`src/rtl/crop_stream_tx.sv`:
```
// Crop transmitter: reads an OUT_ROWS x OUT_COLS window of a row-major frame RAM
// and streams it row-major over a valid/ready port, with a 2-entry skid FIFO.
module crop_stream_tx #(
    parameter int FP_TOTAL = 16,
    parameter int IN_ROWS  = 100,
    parameter int IN_COLS  = 160,
    parameter int OUT_ROWS = 48,
    parameter int OUT_COLS = 48,
    parameter int ADDR_W   = $clog2(IN_ROWS * IN_COLS),
    parameter int ROW_W    = $clog2(IN_ROWS),
    parameter int COL_W    = $clog2(IN_COLS)
) (
    input  logic                ap_clk,
    input  logic                ap_rst,
    input  logic                ap_start,
    input  logic [ROW_W-1:0]    crop_y1,
    input  logic [COL_W-1:0]    crop_x1,
    output logic                ap_idle,
    output logic                ap_done,
    output logic                mem_en,
    output logic [ADDR_W-1:0]   mem_addr,
    input  logic [FP_TOTAL-1:0] mem_rdata,
    output logic [FP_TOTAL-1:0] out_TDATA,
    output logic                out_TVALID,
    input  logic                out_TREADY,
    output logic                out_TLAST
);

    localparam int BEATS   = OUT_ROWS * OUT_COLS;
    localparam int CNT_C_W = (OUT_COLS > 1) ? $clog2(OUT_COLS) : 1;
    localparam int CNT_R_W = (OUT_ROWS > 1) ? $clog2(OUT_ROWS) : 1;
    localparam int BEAT_W  = (BEATS > 1) ? $clog2(BEATS) : 1;

    localparam logic [ROW_W-1:0]   Y1_MAX    = ROW_W'(IN_ROWS - OUT_ROWS);
    localparam logic [COL_W-1:0]   X1_MAX    = COL_W'(IN_COLS - OUT_COLS);
    localparam logic [ADDR_W-1:0]  ROW_STEP  = ADDR_W'(IN_COLS - OUT_COLS + 1);
    localparam logic [CNT_C_W-1:0] COL_LAST  = CNT_C_W'(OUT_COLS - 1);
    localparam logic [CNT_R_W-1:0] ROW_LAST  = CNT_R_W'(OUT_ROWS - 1);
    localparam logic [BEAT_W-1:0]  BEAT_LAST = BEAT_W'(BEATS - 1);

    typedef enum logic [1:0] {
        ST_IDLE,
        ST_RUN,
        ST_DRAIN,
        ST_DONE
    } state_t;

    state_t                state_q, state_d;
    logic [CNT_C_W-1:0]    col_q, col_d;
    logic [CNT_R_W-1:0]    row_q, row_d;
    logic [ADDR_W-1:0]     addr_q, addr_d;
    logic [BEAT_W-1:0]     beat_q, beat_d;
    logic [1:0]            count_q, count_d;
    logic                  inflight_q, inflight_d;
    logic [FP_TOTAL-1:0]   fifo_q [2];
    logic [FP_TOTAL-1:0]   fifo_d [2];

    logic [ROW_W-1:0]      y1_clamped;
    logic [COL_W-1:0]      x1_clamped;
    logic [ADDR_W-1:0]     start_addr;
    logic [1:0]            occupancy;
    logic [1:0]            wr_idx;
    logic                  issue;
    logic                  tvalid;
    logic                  handshake;
    logic                  pop;
    logic                  push;

    // The only multiply happens once per frame, when the origin is latched.
    always_comb begin
        y1_clamped = (crop_y1 > Y1_MAX) ? Y1_MAX : crop_y1;
        x1_clamped = (crop_x1 > X1_MAX) ? X1_MAX : crop_x1;
        start_addr = ADDR_W'(y1_clamped) * ADDR_W'(IN_COLS) + ADDR_W'(x1_clamped);
    end

    always_comb begin
        state_d    = state_q;
        col_d      = col_q;
        row_d      = row_q;
        addr_d     = addr_q;
        beat_d     = beat_q;
        fifo_d     = fifo_q;

        occupancy  = count_q + {1'b0, inflight_q};
        issue      = (state_q == ST_RUN) && (occupancy < 2'd2);
        tvalid     = (count_q != 2'd0) || inflight_q;
        handshake  = tvalid && out_TREADY;
        // With an empty FIFO the returning RAM word is presented directly and
        // only needs storing if the consumer does not take it this cycle.
        pop        = handshake && (count_q != 2'd0);
        push       = inflight_q && !(handshake && (count_q == 2'd0));
        wr_idx     = count_q - {1'b0, pop};

        if (pop) begin
            fifo_d[0] = fifo_q[1];
        end
        if (push) begin
            if (wr_idx == 2'd0) begin
                fifo_d[0] = mem_rdata;
            end else begin
                fifo_d[1] = mem_rdata;
            end
        end
        count_d    = count_q - {1'b0, pop} + {1'b0, push};
        inflight_d = issue;

        if (handshake) begin
            beat_d = beat_q + 1'b1;
        end

        case (state_q)
            ST_IDLE: begin
                if (ap_start) begin
                    state_d = ST_RUN;
                    col_d   = '0;
                    row_d   = '0;
                    beat_d  = '0;
                    addr_d  = start_addr;
                end
            end
            ST_RUN: begin
                if (issue) begin
                    if (col_q == COL_LAST) begin
                        col_d  = '0;
                        row_d  = row_q + 1'b1;
                        addr_d = addr_q + ROW_STEP;
                        if (row_q == ROW_LAST) begin
                            state_d = ST_DRAIN;
                        end
                    end else begin
                        col_d  = col_q + 1'b1;
                        addr_d = addr_q + 1'b1;
                    end
                end
            end
            ST_DRAIN: begin
                if (handshake && (beat_q == BEAT_LAST)) begin
                    state_d = ST_DONE;
                end
            end
            ST_DONE: begin
                state_d = ST_IDLE;
            end
            default: begin
                state_d = ST_IDLE;
            end
        endcase
    end

    always_ff @(posedge ap_clk) begin
        if (ap_rst) begin
            state_q    <= ST_IDLE;
            col_q      <= '0;
            row_q      <= '0;
            addr_q     <= '0;
            beat_q     <= '0;
            count_q    <= '0;
            inflight_q <= 1'b0;
            for (int i = 0; i < 2; i++) begin
                fifo_q[i] <= '0;
            end
        end else begin
            state_q    <= state_d;
            col_q      <= col_d;
            row_q      <= row_d;
            addr_q     <= addr_d;
            beat_q     <= beat_d;
            count_q    <= count_d;
            inflight_q <= inflight_d;
            for (int i = 0; i < 2; i++) begin
                fifo_q[i] <= fifo_d[i];
            end
        end
    end

    assign ap_idle    = (state_q == ST_IDLE);
    assign ap_done    = (state_q == ST_DONE);
    assign mem_en     = issue;
    assign mem_addr   = addr_q;
    assign out_TVALID = tvalid;
    assign out_TDATA  = (count_q != 2'd0) ? fifo_q[0] :
                        (inflight_q ? mem_rdata : '0);
    assign out_TLAST  = tvalid && (beat_q == BEAT_LAST);

endmodule
```
`config.mk`:
```
export PLATFORM = sky130hd
export DESIGN_NAME = crop_stream_tx
export DESIGN_NICKNAME = d
export VERILOG_FILES = /design/src/rtl/crop_stream_tx.sv
export SDC_FILE = /design/constraint.sdc
export NUM_CORES = 1
export LEC_CHECK = 0
export CAP_MARGIN = 20
export CORE_UTILIZATION = 25
export CTS_BUF_LIST = sky130_fd_sc_hd__clkbuf_4 sky130_fd_sc_hd__clkbuf_8 sky130_fd_sc_hd__clkbuf_16
export CTS_CLUSTER_SIZE = 24
export DETAILED_ROUTE_END_ITERATION = 6
export PLACE_DENSITY_LB_ADDON = 0.2
export SKIP_LAST_GASP = 1
export SYNTH_ARGS = -nofsm -noshare
export SYNTH_HDL_FRONTEND = slang
export SYNTH_SLANG_ARGS = --single-unit
```
`constraint.sdc`:
```
create_clock -name ap_clk -period 2.7 [get_ports ap_clk]
set_clock_uncertainty 0.05 [all_clocks]
set_input_delay 0.27 -clock ap_clk [delete_from_list [all_inputs] [get_ports ap_clk]]
set_output_delay 0.27 -clock ap_clk [all_outputs]
set_load 0.03 [all_outputs]
```
# Word-level counts from Yosys, hierarchy flattened
# Index checks and enable logic that the tools add are counted.
[classes] n_bitwise=1 n_reduce_logical=18 n_mux=28 multipliers=1 n_eq_ne=11 order_cmp=3 add_sub_neg=9
[op_table] op="$mux W16" n=5
[op_table] op="$mux W14" n=3
[op_table] op="$mux W12" n=3
[op_table] op="$mux W32" n=1
[op_table] op="$mux W6" n=5
[op_table] op="$pmux W14 S2" n=1
[op_table] op="$pmux W6 S2" n=2
[op_table] op="$add A14 B1 Y14 const B" n=1
[op_table] op="$add A14 B7 Y14 const B" n=1
[op_table] op="$add A14 B8 Y14" n=1
[op_table] op="$add A12 B1 Y12 const B" n=1
[op_table] op="$add A6 B1 Y6 const B" n=2
[op_table] op="$eq A12 B12 Y1 const B" n=1
[op_table] op="$eq A6 B6 Y1 const B" n=2
[op_table] op="$mux W2" n=5
[op_table] op="$mul A7 B3 Y9 const B" n=1
[op_table] op="$gt A8 B7 Y1 const B" n=1
[op_table] op="$mux W8" n=1
[op_table] op="$pmux W2 S4" n=1
[op_table] op="$gt A7 B6 Y1 const B" n=1
[op_table] op="$logic_and A1 B1 Y1" n=7
[op_table] op="$mux W7" n=1
[op_table] op="$logic_not A2 Y1" n=3
[op_table] op="$ne A2 B2 Y1 const B" n=3
[op_table] op="other kinds (14)" n=18
[word_totals] ff_bits=75 in_bits=35 out_inout_bits=35 wordCells=80

# Logic depth before layout (Yosys ltp)
[depth] depth_word=8 ltp_mapped=13

# Least setup slack after synthesis
# OpenSTA, ideal clock, no wires.
[synth_timing] path_type="input-to-reg" startpoint="in crop_y1[0]" endpoint="reg addr_q[13] (netlist: mem_addr[13])" n_path_buf=0 path_slack_ns=-0.165 t_required_ns=2.517 cell_stages=12 setup_time_ns=0.133 t_arrival_ns=2.682 cell_sequence="o21ai_0 > nand2b_1 > a31oi_1 > nand2b_1 > ha_1 > ha_1 > fa_1 > a211o_1 > and3_1 > nor4_1 > a211o_1 > a31oi_1"
[synth_between] elab_chain_cells=6
[synth_rtl] item="start, declared" line_no="16" rtl="input logic [ROW_W-1:0] crop_y1,"
[synth_rtl] item="$gt A7 B6 Y1" line_no="71" rtl="y1_clamped = (crop_y1 > Y1_MAX) ? Y1_MAX : crop_y1;"
[synth_rtl] item="$mux W7 (*)" line_no="71"
[synth_rtl] item="$mul A7 B3 Y9 (*)" line_no="73" rtl="start_addr = ADDR_W'(y1_clamped) * ADDR_W'(IN_COLS) + ADDR_W'(x1_clamped);"
[synth_rtl] item="$add A14 B8 Y14 (*)" line_no="73"
[synth_rtl] item="$mux W14 (*)" line_no="113" rtl="if (ap_start) begin"
[synth_rtl] item="$pmux W14 S2 (*)" line_no="111" rtl="case (state_q)"
[synth_rtl] item="end signal, assigned" line_no="166" rtl="addr_q <= addr_d;"
[synth_rtl] item="end, declared" line_no="51" rtl="logic [ADDR_W-1:0] addr_q, addr_d;"
# Mark *: on every way between the ends. The rest lies on a longest branch, timed or not. The select of a mux whose other input is x is not followed.
# A chain may end at the register's enable or synchronous reset.

# Worst setup path after layout
[layout_timing] startpoint="in crop_y1[2]" endpoint="reg addr_q[12] (netlist: mem_addr[12])"
# Same word-level chain as after synthesis.

==> summary.md <==
| Metric | Value |
|---|---|
| Fmax | `approximately 390 MHz` |
| Synthesized instance count | `550` |
| DP Wirelength | `around 8600 um` |
| Worst-margin pin slew | `870 ps` |
| Clk slew on worst S/H paths | `60 ps` |
| Endpoints failing setup | `0` |
| Switching share of power | `0.412` |
| Clk sink count | `75` |
| Clk_lat worst skew | `~330 ps` |
| Global-route wire length before repair | `~20,000 um` |
| GRT Util Overall | `0.139` |
| Final-report hold violation count | `0` |
| TritonCTS clock tree | `done` |
| Boundary Pins | `70` |
| CTS Buf Count | `9` |
| Power share of the clock group | `0.249` |
| Crit Path Max Fanout | `4` |
| Post-Route Setup TNS | `0 ps` |
| Crit path DAT | `2670 ps` |
| Final net count | `~700` |
| H-tree levels | `3` |
| Fin crit period | `around 2500 ps` |
| Post-synthesis sequential area ratio | `0.337` |
| Distinct cells, synth | `63` |
| Hold crit path type | `primary input to register` |
| Final worst-path cycle share | `0.939` |
| Power Dens Cells | `a little under 900 mW/mm2` |
| Layout area overhead | `34.6%` |
| Antenna cells | `0` |
| Static leakage | `2.32 nW` |
| Kind of critical path | `primary input to register` |
| Crit path launch type | `primary input` |
| Largest net degree at the start of global routing | `33` |
| Port-buffer cells | `69` |
| Int Power | `0.00314 W` |
| Starting Density | `0.257` |
| EDFF count, synth | `0` |
| Total grt overflow | `0` |
| RSZ-0062 raised after global routing | `false` |
| Rel. slew slack | `0.415` |
| Flop pwr share | `0.281` |
| Post-CTS Hold Buffers | `0` |
| Post-CTS setup buffers | `0` |
| Clk buf depth | `2` |
| CP endpoint kind | `register` |
| DR DRC count | `0` |
| Synthesis Warnings | `0` |
| Count of pins over their slew limit | `0` |
| Primary FF master, synth | `dfxtp_1` |
| Core footprint | `~0.017 mm2` |
| Vias per inst | `4.73` |
| Vias | `around 4,100` |
| Clk root buf | `clkbuf_16` |
| Remaining antenna violation count | `0` |
| Global placement routability congestion | `about 0.77` |
| Worst slack, placed | `-577 ps` |
| Post-synthesis sequential element count | `75` |
| Maximum VDD drop | `0.357 mV` |
| Drt wl/cell | `13.9 um` |
| Status | `completed` |
| Vias in the first global route | `between 4,000 and 5,000` |
| Layout cells sized above 1 | `0.140` |
| DR iter-0 viols | `roughly 220` |
| DRT Pass-1 Iters | `4` |
| Post-Syn Area | `around 0.0045 mm2` |
| Chip Height | `136 um` |
| Worst setup margin | `between 150 and 200 ps` |
| Post-route design area | `~0.0060 mm2` |
| Comb pwr share | `0.471` |
| Die ar. | `~0.018 mm2` |
| Row count | `between 40 and 50` |
| Final wirelength | `between 10,000 and 15,000 um` |
| WP data required | `approximately 2800 ps` |
| Async SR Flop Fraction | `0` |
| Syn avg cell area | `slightly above 8 um2` |
| Initial antenna violation count | `0` |
| Sw Pwr | `0.00220 W` |
| Dpl cell area | `approximately 0.0056 mm2` |
| Fin util | `0.346` |
| Max Cap Viol | `0` |
| Die Wd | `~140 um` |
## cells by family (layout without fill, tap and decap cells)
group,after synthesis,in the layout,share of synthesized area
simple gates,266,266,0.284
compound gates,88,88,0.145
flops,75,75,0.337
buf+inv,40,131,0.0415
xor+xnor,32,32,0.0659
fa+ha+maj,26,26,0.0763
mux,22,22,0.0502
other cells,1,2,0.000840
## cell type report
cell class | instances | area (um2)
Inverter | 12 | 45.0
Tap cell | 225 | 282
Clock buffer | 11 | 253
Clock inverter | 4 | 73.8
Sequential cell | 75 | 1500
Multi-Input combinational cell | 436 | 2900
Timing Repair Buffer | 104 | 952
Fill cell | 1790 | 11400
## cells in the mapped netlist (3+ instances only)
cell type,instances,area [um2]
a311oi_1,17,149
ha_1,24,300
buf_4,3,22.5
o21ai_0,10,50.1
a21oi_1,18,90.1
mux2i_1,19,190
a221oi_1,4,35.0
o21bai_1,3,22.5
a211o_1,3,26.3
and3_1,11,68.8
nand2_1,84,315
buf_2,7,35.0
a21o_1,3,22.5
and2_1,10,62.6
a211oi_1,9,67.6
dfxtp_1,75,1500
nor2b_1,3,18.8
mux2_2,3,33.8
nand4_1,12,75.1
xor2_1,19,166
inv_1,11,41.3
a31oi_1,4,25.0
nor3_1,6,30.0
nor4_1,3,18.8
nor2_1,69,259
nand2b_1,9,56.3
nand3_1,33,165
or3_1,3,18.8
xnor2_1,12,105
or2_2,8,50.1
clkbuf_1,15,56.3
## layout by cell type, fill, tap and decap left out, types with 4 or more instances in the layout
cell type         n
nor2_1           69
clkbuf_16         9
nand4_1          12
nor3_1            6
a21oi_1          17
nand2b_1          7
and2_1            9
nand3_1          33
ha_1             21
or2_2             7
a221oi_1          4
dfxtp_1          75
buf_4            34
inv_1            11
xnor2_1          11
clkdlybuf4s50_1  61
o21ai_0           9
xor2_1           19
and3_1           10
nand2_1          83
a311oi_1         17
a211oi_1          8
mux2i_1          19
## registers in the layout, indices dropped and copies added, names as in the netlist
register / count
mem_addr: 14
beat_q: 12
state_q: 2
inflight_q: 1
row_q: 6
col_q: 6
fifo_q: 32
count_q: 2
## stage by stage
stage	power [W]	instances	hold WS [ps]
6_report	0.00534	867	387
5_1_grt	0.00571	867	417
4_1_cts	0.00540	867	390
3_5_place_dp	0.00403	852	422
3_3_place_gp	0.00402	852	409
2_1_floorplan	0.00312	551	367
## power groups by stage
stage          Clock [W]  Combinational [W]  Sequential, W
3_5_place_dp           0            0.00251        0.00152
2_1_floorplan          0            0.00149        0.00163
4_1_cts          0.00137            0.00254        0.00150
3_3_place_gp           0            0.00250        0.00152
6_report         0.00133            0.00251        0.00150
5_1_grt          0.00142            0.00276        0.00153
## critical path, cell delays in order
cell	delay, ps
dlygate4sd2_1	250
o21ai_2	80
nand2b_4	70
a31oi_4	190
nand2b_4	100
ha_4	170
ha_4	160
fa_2	370
a211o_1	300
and3_4	190
buf_4	130
o21a_1	160
mux2i_1	130
a31oi_1	100
## path summary, 6_finish.rpt
path / startpoint / endpoint / slack (ps) / depth (start not counted)
worst min register to register: fifo_q[8]$_SDFFE_PP0P_ / fifo_q[24]$_SDFF_PP0_ / 430 / 2
worst max-delay path: crop_y1[2] / mem_addr[12]$_SDFFE_PP0P_ / 160 / 14
worst min-delay path: ap_rst / row_q[0]$_SDFFE_PP0P_ / 390 / 2
worst max register to register: col_q[0]$_SDFFE_PP0P_ / mem_addr[12]$_SDFFE_PP0P_ / 240 / 10
## metal layers
| layer | part of all wire | global-route usage | wire length (um) | vias up |
|---|---|---|---|---|
| met3 | 0.048 | 0.0318 | 577 | 2 |
| met5 | 0 | 0 | 0 | - |
| met4 | 0.0035 | 0.0343 | 42 | 0 |
| li1 | - | - | - | 2106 |
| met2 | 0.46 | 0.222 | 5560 | 92 |
| met1 | 0.49 | 0.187 | 5910 | 1903 |
## what timing repair did
| item | in CTS | in global routing |
|---|---|---|
| resized for setup | 16 | 13 |
| pin swaps | 10 | 7 |
| endpoints found under the setup margin | 5 | 5 |
| endpoints found under the hold margin | 0 | 0 |
| cloned | 0 | 0 |
Power figures use the tool's default switching activity.
